$ cat src/rtl/luma_binarizer.sv
// Streaming RGB-to-luma converter with threshold binarisation; one frame of NUM_PIXEL pixels per start.
// Optional LUMA_ADAPT_TH_EN: the threshold is learned from the previous frame's mean luma.
module luma_binarizer #(
    parameter int DATA_W    = 10,
    parameter int FRAC_W    = 8,
    parameter int W_R       = 77,
    parameter int W_G       = 150,
    parameter int W_B       = 29,
    parameter int NUM_PIXEL = 480000,
    parameter int AVG_LOG2  = 10
) (
    input  logic              i_clk,
    input  logic              i_rst,
    input  logic              i_start,
    input  logic [DATA_W-1:0] i_threshold,
    output logic              o_read_request,
    input  logic              i_valid,
    output logic              o_ready,
    input  logic [DATA_W-1:0] i_red,
    input  logic [DATA_W-1:0] i_green,
    input  logic [DATA_W-1:0] i_blue,
    output logic              o_valid,
    input  logic              i_ready,
    output logic [DATA_W-1:0] o_luma,
    output logic              o_bw,
    output logic              o_last,
    output logic              o_done,
    output logic              o_busy
);

    localparam int SUM_W = DATA_W + FRAC_W + 2;
    localparam int CNT_W = $clog2(NUM_PIXEL + 1);
    localparam logic [CNT_W-1:0] LAST_IDX = CNT_W'(NUM_PIXEL - 1);
    localparam logic [CNT_W-1:0] CNT_MAX  = CNT_W'(NUM_PIXEL);
    localparam logic [SUM_W-1:0] ROUND    = SUM_W'(1) << (FRAC_W - 1);
    localparam logic [SUM_W-1:0] LUMA_MAX = SUM_W'((1 << DATA_W) - 1);
    localparam logic [SUM_W-1:0] WR       = SUM_W'(W_R);
    localparam logic [SUM_W-1:0] WG       = SUM_W'(W_G);
    localparam logic [SUM_W-1:0] WB       = SUM_W'(W_B);

    typedef enum logic [1:0] {
        IDLE  = 2'd0,
        RUN   = 2'd1,
        DRAIN = 2'd2
    } state_t;

    state_t            state;
    logic [CNT_W-1:0]  cnt;
    logic [DATA_W-1:0] thr;
    logic [DATA_W-1:0] thr_start;
    logic              en;
    logic              accept;
    logic              take;
    logic              frame_end;

    logic [SUM_W-1:0]  prod_r;
    logic [SUM_W-1:0]  prod_g;
    logic [SUM_W-1:0]  prod_b;
    logic              s1_valid;
    logic              s1_last;
    logic [SUM_W-1:0]  sum;
    logic [SUM_W-1:0]  shifted;
    logic [DATA_W-1:0] luma_sat;

    // Whole pipeline advances together; a stalled output freezes both stages.
    assign en        = !o_valid || i_ready;
    assign o_ready   = (state == RUN) && en;
    assign accept    = i_valid && o_ready;
    assign take      = o_valid && i_ready;
    assign frame_end = (state == DRAIN) && take && o_last;

    assign sum      = prod_r + prod_g + prod_b + ROUND;
    assign shifted  = sum >> FRAC_W;
    assign luma_sat = (shifted > LUMA_MAX) ? {DATA_W{1'b1}} : shifted[DATA_W-1:0];

    always_ff @(posedge i_clk) begin
        if (i_rst) begin
            state          <= IDLE;
            cnt            <= '0;
            thr            <= '0;
            o_read_request <= 1'b0;
            o_done         <= 1'b0;
            o_busy         <= 1'b0;
        end else begin
            o_read_request <= 1'b0;
            o_done         <= 1'b0;
            case (state)
                IDLE: begin
                    if (i_start) begin
                        state          <= RUN;
                        cnt            <= '0;
                        thr            <= thr_start;
                        o_read_request <= 1'b1;
                        o_busy         <= 1'b1;
                    end
                end
                RUN: begin
                    if (accept) begin
                        if (cnt != CNT_MAX) begin
                            cnt <= cnt + 1'b1;
                        end
                        if (cnt == LAST_IDX) begin
                            state <= DRAIN;
                        end
                    end
                end
                DRAIN: begin
                    // Everything older than the last pixel has already left in order.
                    if (frame_end) begin
                        state  <= IDLE;
                        o_done <= 1'b1;
                        o_busy <= 1'b0;
                    end
                end
                default: begin
                    state <= IDLE;
                end
            endcase
        end
    end

    always_ff @(posedge i_clk) begin
        if (i_rst) begin
            prod_r   <= '0;
            prod_g   <= '0;
            prod_b   <= '0;
            s1_valid <= 1'b0;
            s1_last  <= 1'b0;
            o_valid  <= 1'b0;
            o_last   <= 1'b0;
            o_luma   <= '0;
            o_bw     <= 1'b0;
        end else if (en) begin
            s1_valid <= accept;
            s1_last  <= accept && (cnt == LAST_IDX);
            if (accept) begin
                prod_r <= SUM_W'(i_red) * WR;
                prod_g <= SUM_W'(i_green) * WG;
                prod_b <= SUM_W'(i_blue) * WB;
            end
            o_valid <= s1_valid;
            o_last  <= s1_valid && s1_last;
            if (s1_valid) begin
                o_luma <= luma_sat;
                o_bw   <= (luma_sat <= thr);
            end
        end
    end

`ifdef LUMA_ADAPT_TH_EN
    localparam int ACC_W  = DATA_W + AVG_LOG2;
    localparam int AVG_CW = AVG_LOG2 + 1;
    localparam logic [AVG_CW-1:0] AVG_N = AVG_CW'(1) << AVG_LOG2;

    logic [ACC_W-1:0]  acc;
    logic [ACC_W-1:0]  acc_next;
    logic [AVG_CW-1:0] avg_cnt;
    logic [AVG_CW-1:0] avg_cnt_next;
    logic              acc_add;
    logic              learned;
    logic [DATA_W-1:0] thr_learned;

    // Next values include the pixel taken this cycle, so the final pixel counts at frame end.
    always_comb begin
        acc_add      = take && (avg_cnt != AVG_N);
        acc_next     = acc;
        avg_cnt_next = avg_cnt;
        if (acc_add) begin
            acc_next     = acc + ACC_W'(o_luma);
            avg_cnt_next = avg_cnt + 1'b1;
        end
    end

    always_ff @(posedge i_clk) begin
        if (i_rst) begin
            acc         <= '0;
            avg_cnt     <= '0;
            learned     <= 1'b0;
            thr_learned <= '0;
        end else begin
            if ((state == IDLE) && i_start) begin
                acc     <= '0;
                avg_cnt <= '0;
            end else begin
                acc     <= acc_next;
                avg_cnt <= avg_cnt_next;
            end
            if (frame_end && (avg_cnt_next == AVG_N)) begin
                thr_learned <= acc_next[ACC_W-1:AVG_LOG2];
                learned     <= 1'b1;
            end
        end
    end

    assign thr_start = learned ? thr_learned : i_threshold;
`else
    assign thr_start = i_threshold;
`endif

endmodule

$ cat config.mk
export PLATFORM = sky130hd
export DESIGN_NAME = luma_binarizer
export DESIGN_NICKNAME = d
export VERILOG_FILES = /design/src/rtl/luma_binarizer.sv
export SDC_FILE = /design/constraint.sdc
export NUM_CORES = 1
export LEC_CHECK = 0
export ABC_AREA = 1
export BUFFER_PORTS_ARGS = -buffer_cell sky130_fd_sc_hd__buf_2
export CAP_MARGIN = 20
export CORE_MARGIN = 4
export CORE_UTILIZATION = 30
export DETAILED_ROUTE_END_ITERATION = 7
export MAX_ROUTING_LAYER = met4
export REMOVE_ABC_BUFFERS = 1
export SLEW_MARGIN = 20
export SYNTH_ARGS = -nofsm -noshare
export SYNTH_HDL_FRONTEND = slang
export SYNTH_SLANG_ARGS = --single-unit
$ cat constraint.sdc
create_clock -name i_clk -period 3.7 [get_ports i_clk]
set_clock_uncertainty 0.1 [all_clocks]
set_input_delay 0 -clock i_clk [delete_from_list [all_inputs] [get_ports i_clk]]
set_output_delay 0 -clock i_clk [all_outputs]
set_load 0.1 [all_outputs]
==> flow_metrics.env, run 1 <==
export IMPL_nFillCells=3304
export IMPL_reg2reg_slack_ns=0.12
export IMPL_rr_endpoint="o_bw"
export IMPL_synth_top_area_cell="ha_1"
export IMPL_dp_hpwl_um=18040
export IMPL_die_width_um=187.3
export IMPL_whs_endpoint="prod_r[2]"
export IMPL_layout_commonest_cell="inv_1"
export IMPL_critPathLaunchType="flip-flop"
export IMPL_via_per_inst=4.628
export IMPL_routed_via_count=8251
export IMPL_seq_area_frac_synth_pct=20.34
export IMPL_synth_top_area_share_pct=20.63
export IMPL_crit_path_frequent_cell="nand2_2"
export IMPL_io_buffers=61
export IMPL_yosysUniqueCellTypes=51
export IMPL_fmax_mhz=279.2
export IMPL_drtIter0Drc=314
export IMPL_grt_pass1_vias=7970
export IMPL_ys_ff_latch=98
export IMPL_area_delta_synth_final_pct=18.16
export IMPL_die_h_um=187.3
export IMPL_final_min_clock_period_ns=3.581
export IMPL_cts_root_buf="clkbuf_16"
export IMPL_final_cell_mix="inv_1, nand2_1, ha_1"
export IMPL_synth_edf_count=0
export IMPL_outcome="finished, final reports clean"
export IMPL_holdPathStages=4
export IMPL_track_usage_pct=13.20
export IMPL_worst_pin_slew_ns=0.7829
export IMPL_final_net_count=1632
export IMPL_setup_violations=0
export IMPL_power_mw=4.769
export IMPL_powerDensity_nw_per_um2=418.5
export IMPL_core_um2=31640
export IMPL_initial_core_util_pct=30.48
export IMPL_dominantRegCellSynth="dfxtp_1"
export IMPL_maxCapViolations=0
export IMPL_r2r_cells=20
export IMPL_grt_pass1_wl_um=38230
export IMPL_routabilityCongestion=0.8772
export IMPL_wire_per_inst_um=12.68
export IMPL_route_detailed_drc=0
export IMPL_path_cells="inv_1, fa_1, inv_1, ha_4, ha_4, nand3_2, o21bai_2, nand2_1, nand2_2, nand2_2, nand2_4, nand2_4, nand3_4, nand2_2, nor2_4, nand2_1, ha_1, a21oi_1, o2111ai_2, a31oi_1"
export IMPL_crit_fanout=5
export IMPL_crit_required_ns=3.88
export IMPL_numCtsBuffers=9
export IMPL_ir_worst_vdd_v=0.0002618
export IMPL_grt_start_max_net_pins=74
export IMPL_slowest_stage="fa_1"
export IMPL_fp_dieArea_um2=35080
export IMPL_report_final_slew_viol_count=0
export IMPL_avgSynthCellArea_um2=7.465
export IMPL_arrival_ns=3.76
export IMPL_finalCritPeriodShare_pct=96.79
export IMPL_setup_worst_path_end_class="flip-flop"
export IMPL_path_clk_slew_ns=0.07
export IMPL_synth_area_um2=9644
export IMPL_slew_headroom_pct=47.75
export IMPL_ios=62
export IMPL_hp_start="i_red[2]"
export IMPL_regArea_um2=1968
export IMPL_rows=65
export IMPL_crit_type="reg -> reg"
export IMPL_hold_path_class="in -> reg"
export IMPL_overflow=0
export IMPL_antenna_found_initial=0
export IMPL_ant_nets=0
export IMPL_drive_gt1_share_pct=14.70
export IMPL_reg2reg_from="prod_r[3]"
export IMPL_rsz0062_at_grt="true"
export IMPL_clk_latency_ns=0.35
export IMPL_multi_input_area_um2=6914
export IMPL_diodes=0
export IMPL_clock_tree_buffer_depth=2
export IMPL_ys_top_cells_by_area="ha_1, dfxtp_1, fa_1, inv_1, nand2_1"
export IMPL_leakagePower_nw=5.747
export IMPL_firstDrtPassIters=5
export IMPL_fin_util_pct=36.02
export IMPL_numClockSinks=98
export IMPL_max_stage_delay_ns=0.53
export IMPL_synth_cells=1292
export IMPL_async_flop_share_pct=0
export IMPL_finalHoldViolations=0
export IMPL_synth_warnings=0
export IMPL_cts_tree="yes"
export IMPL_htree_levels=3
export IMPL_wl_um=22610
## layer usage
layer | routed length, um | vias to the layer above | track usage, %
met5 | 0 | - | -
li1 | - | 4334 | -
met1 | 11300 | 3795 | 17.99
met2 | 10330 | 107 | 21.33
met3 | 822 | 15 | 1.997
met4 | 158 | 0 | 1.906
## critical path, delay by kind of cell, from the launching register on
family / cells / cell delay (ns)
simple gates: 10 / 0.83
fa+ha+maj: 4 / 1.34
flops: 1 / 0.31
buf+inv: 2 / 0.12
compound gates: 4 / 0.78
## sequential cells by signal (all words and copies together), names as in the netlist, 2 cells and up
register	cells
state	2
o_luma	10
prod_g	17
cnt	19
prod_r	17
prod_b	15
thr	10
## cells in the mapped netlist (6+ instances only)
library cell,instances
a21oi_1,120
nand3_1,46
nand2_1,184
dfxtp_1,98
ha_1,159
nand2_2,7
o21bai_1,8
nor3_1,14
nor2_1,88
buf_2,9
a21o_1,12
inv_1,277
clkbuf_1,10
o21ai_1,13
fa_1,52
nor3_2,8
xor2_1,27
nand4_1,25
xnor2_1,7
o21ai_0,64
nand3b_1,6
## final cells by class
class | count | area share [%]
Tap cell | 402 | 4.414
Sequential cell | 98 | 17.27
Clock inverter | 5 | 0.7466
Timing Repair Buffer | 97 | 5.424
Multi-Input combinational cell | 887 | 60.67
Inverter | 283 | 9.343
Clock buffer | 11 | 2.130
## worst max path at each step
stage	start	end	slack, ns	cells past startpoint
floorplan	prod_r[11]	o_bw	0.32	17
global placement	prod_r[11]	o_bw	0.07	17
detailed placement	prod_r[13]	o_bw	-0.03	17
CTS	prod_r[10]	o_bw	0.007	19
global route	prod_r[6]	o_bw	-0.02	20
finish	prod_r[3]	o_bw	0.12	20
## per-stage QoR
stage | instances | hold slack [ns] | TNS [ns] | setup slack [ns] | instance area [um^2]
2_1_floorplan | 1267 | -0.03093 | 0 | 0.3239 | 9520
3_3_place_gp | 1738 | 0.1848 | 0 | 0.07136 | 10390
3_5_place_dp | 1738 | 0.1807 | -0.03046 | -0.03046 | 10390
4_1_cts | 1772 | 0.009454 | 0 | 0.007374 | 10900
5_1_grt | 1783 | 0.03771 | -0.02235 | -0.02235 | 11400
6_report | 1783 | 0.007960 | 0 | 0.1188 | 11400
## where the power goes
| part | switching [mW] | internal [mW] | total, mW | leakage (nW) |
|---|---|---|---|---|
| Clock | 0.426 | 0.615 | 1.04 | 0.156 |
| Combinational | 1.56 | 1.01 | 2.57 | 4.79 |
| Sequential | 0.0305 | 1.13 | 1.16 | 0.802 |
## cell families (layout without fill, tap and decap cells)
family / count (synthesis) / after routing / synth area share (%)
AO/OA/AOI/OAI: 240 / 240 / 13.67
XOR/XNOR: 34 / 34 / 3.088
adder cells (fa/ha/maj): 211 / 211 / 31.42
buffers and inverters: 308 / 396 / 12.32
flip-flops: 98 / 98 / 20.34
AND/OR/NAND/NOR: 401 / 402 / 19.15
## repair_timing
action,in CTS,in global routing
endpoints found under the hold margin,23,0
setup buffers,1,10
resized for setup,2,81
setup endpoints to repair,1,1
pin swaps,2,31
hold buffers,17,0
cloned,0,1
No activity file was read; power rests on OpenSTA's default activity.
==> run 2, diff against run 1 <==
--- a/config.mk
+++ b/config.mk
@@ -8,10 +8,13 @@
 export ABC_AREA = 1
 export BUFFER_PORTS_ARGS = -buffer_cell sky130_fd_sc_hd__buf_2
 export CAP_MARGIN = 20
+export CELL_PAD_IN_SITES_DETAIL_PLACEMENT = 1
+export CELL_PAD_IN_SITES_GLOBAL_PLACEMENT = 2
 export CORE_MARGIN = 4
 export CORE_UTILIZATION = 30
 export DETAILED_ROUTE_END_ITERATION = 7
 export MAX_ROUTING_LAYER = met4
+export PLACE_DENSITY_LB_ADDON = 0.1
 export REMOVE_ABC_BUFFERS = 1
 export SLEW_MARGIN = 20
 export SYNTH_ARGS = -nofsm -noshare
==> flow_metrics.env, run 2 (same netlist as run 1, synthesis figures left out) <==
export IMPL_rr_endpoint="o_bw"
export IMPL_rsz0062_at_grt="true"
export IMPL_pre_cts_slack_ns=-0.06854
export IMPL_nFillCells=3892
export IMPL_antenna_found_initial=0
export IMPL_slew_headroom_pct=37.84
export IMPL_leakagePower_nw=5.762
export IMPL_finalCritPeriodShare_pct=97.25
export IMPL_path_clk_slew_ns=0.07
export IMPL_ir_worst_vdd_v=0.0002146
export IMPL_holdPathStages=4
export IMPL_crit_end="o_bw"
export IMPL_reg_largest_list="cnt x19, prod_g x17, prod_r x17"
export IMPL_report_final_slew_viol_count=0
export IMPL_critPathLaunchType="flip-flop"
export IMPL_grt_pass1_wl_um=44870
export IMPL_numCtsBuffers=9
export IMPL_die_width_um=187.3
export IMPL_powerDensity_nw_per_um2=412.4
export IMPL_largest_register="cnt"
export IMPL_final_min_clock_period_ns=3.598
export IMPL_route_detailed_drc=0
export IMPL_core_um2=31640
export IMPL_ios=62
export IMPL_initial_core_util_pct=30.48
export IMPL_slowest_stage="fa_1"
export IMPL_htree_levels=3
export IMPL_io_buffers=61
export IMPL_wl_um=26770
export IMPL_maxCapViolations=0
export IMPL_top_layer="met4"
export IMPL_clk_latency_ns=0.36
export IMPL_hold_path_class="in -> reg"
export IMPL_layout_commonest_cell="inv_1"
export IMPL_wl_met3_um=519
export IMPL_setup_violations=0
export IMPL_critical_path_top_delay_family="adder cells"
export IMPL_wire_per_inst_um=14.94
export IMPL_setup_worst_path_end_class="flip-flop"
export IMPL_grt_pass1_vias=8809
export IMPL_final_net_count=1642
export IMPL_whs_ns=0.01962
export IMPL_routed_via_count=8340
export IMPL_path_cells="inv_1, fa_1, inv_2, ha_4, ha_4, buf_4, a21oi_2, o21ai_2, a31oi_2, buf_4, nand3_4, nand4_1, ha_1, a21oi_2, o21ai_1, nand3_1, o2111ai_4, a31oi_1"
export IMPL_cts_root_buf="clkbuf_16"
export IMPL_numClockSinks=98
export IMPL_dp_cells=1743
export IMPL_fp_dieArea_um2=35080
export IMPL_placed_cell_area_um2=10430
export IMPL_grt_start_max_net_pins=53
export IMPL_cts_tree="yes"
export IMPL_max_stage_delay_ns=0.55
export IMPL_largest_reg_flops=19
export IMPL_firstDrtPassIters=4
export IMPL_critPathBufInv=4
export IMPL_crit_required_ns=3.88
export IMPL_area_delta_synth_final_pct=19.19
export IMPL_route_met2_wl_um=12520
export IMPL_overflow=0
export IMPL_rows=65
export IMPL_reg2reg_slack_ns=0.10
export IMPL_via_per_inst=4.654
export IMPL_cp_startpoint="prod_b[11]"
export IMPL_final_cell_mix="inv_1, nand2_1, ha_1"
export IMPL_crit_fanout=5
export IMPL_post_route_cell_area_um2=11490
export IMPL_crit_type="reg -> reg"
export IMPL_diodes=0
export IMPL_routabilityCongestion=0.7940
export IMPL_track_usage_pct=15.81
export IMPL_finalWorstSetupSlack_ns=0.1018
export IMPL_clock_tree_buffer_depth=2
export IMPL_cp_num_cells=18
export IMPL_reg2reg_from="prod_b[11]"
export IMPL_dp_hpwl_um=21630
export IMPL_r2r_cells=18
export IMPL_outcome="finished, final reports clean"
export IMPL_worst_pin_slew_ns=0.9314
export IMPL_final_cell_count_no_fill=1792
export IMPL_drive_gt1_share_pct=16.98
export IMPL_drtIter0Drc=192
export IMPL_die_h_um=187.3
export IMPL_finalHoldViolations=0
export IMPL_fmax_mhz=277.9
export IMPL_ant_nets=0
export IMPL_wl_met1_um=13460
export IMPL_arrival_ns=3.78
## run 2: changes by cell type in the layout (fill, tap and decap cells not counted), moves of 4 or more
cell     change
buf_4        +9
dfxtp_1      -5
dfxtp_2      +5
inv_1        -4
inv_2        +4
nand2_1      -6
nand2_2      +5
nor2_1       -4
nor2_2       +4
## run 2: repair_timing
action | CTS | global route
setup buffers | 1 | 14
setup endpoints to repair | 1 | 2
hold buffers | 17 | 0
pin swaps | 2 | 42
hold endpoints to repair | 22 | 0
gates resized for setup | 9 | 103
cloned | 1 | 1
## run 2: final cells by class
type,count,area [um^2],share of cell area (%)
clock buffer,10,229.0,1.992
clock inverter,5,32.53,0.2830
inverter,283,1065,9.263
multi-input combinational,888,7005,60.94
sequential,98,1974,17.18
tap,402,503.0,4.376
timing repair buffer,106,685.7,5.965
## run 2: report_power, final
part	switching, mW	leakage (nW)	internal, mW
Clock	0.427	0.120	0.451
Sequential	0.0325	0.804	1.13
Combinational	1.65	4.84	1.05
Total	2.11	5.76	2.63
## run 2: worst reg2reg max path, cell delays in order (launching register included)
cell	delay, ns
dfxtp_1	0.31
inv_1	0.06
fa_1	0.55
inv_2	0.05
ha_4	0.24
ha_4	0.24
buf_4	0.15
a21oi_2	0.19
o21ai_2	0.10
a31oi_2	0.23
buf_4	0.19
nand3_4	0.09
nand4_1	0.13
ha_1	0.27
a21oi_2	0.13
o21ai_1	0.08
nand3_1	0.13
o2111ai_4	0.12
a31oi_1	0.18
## run 2: worst min-delay path by stage
stage | startpoint | to | slack, ns
after floorplan | i_rst | cnt[10] | -0.03
after global routing | i_red[2] | prod_r[2] | 0.06
final | i_red[2] | prod_r[2] | 0.02
after global placement | i_threshold[0] | thr[0] | 0.17
after CTS | i_red[2] | prod_r[2] | 0.02
after detailed placement | i_threshold[0] | thr[0] | 0.19
## run 2: through the flow
stage / total power [mW] / utilization (%) / TNS [ns]
6_report: 4.740 / 36.33 / 0
5_1_grt: 5.229 / 36.33 / -0.1345
4_1_cts: 4.539 / 34.46 / 0
3_5_place_dp: 3.599 / 32.96 / -0.06854
3_3_place_gp: 3.592 / 32.96 / -0.01554
2_1_floorplan: 2.893 / - / 0
## run 2: layer usage
| layer | global-route usage [%] | up-vias |
|---|---|---|
| met1 | 21.46 | 3899 |
| met2 | 25.85 | 73 |
| met5 | - | - |
| li1 | - | 4352 |
| met4 | 3.100 | 0 |
| met3 | 1.586 | 16 |
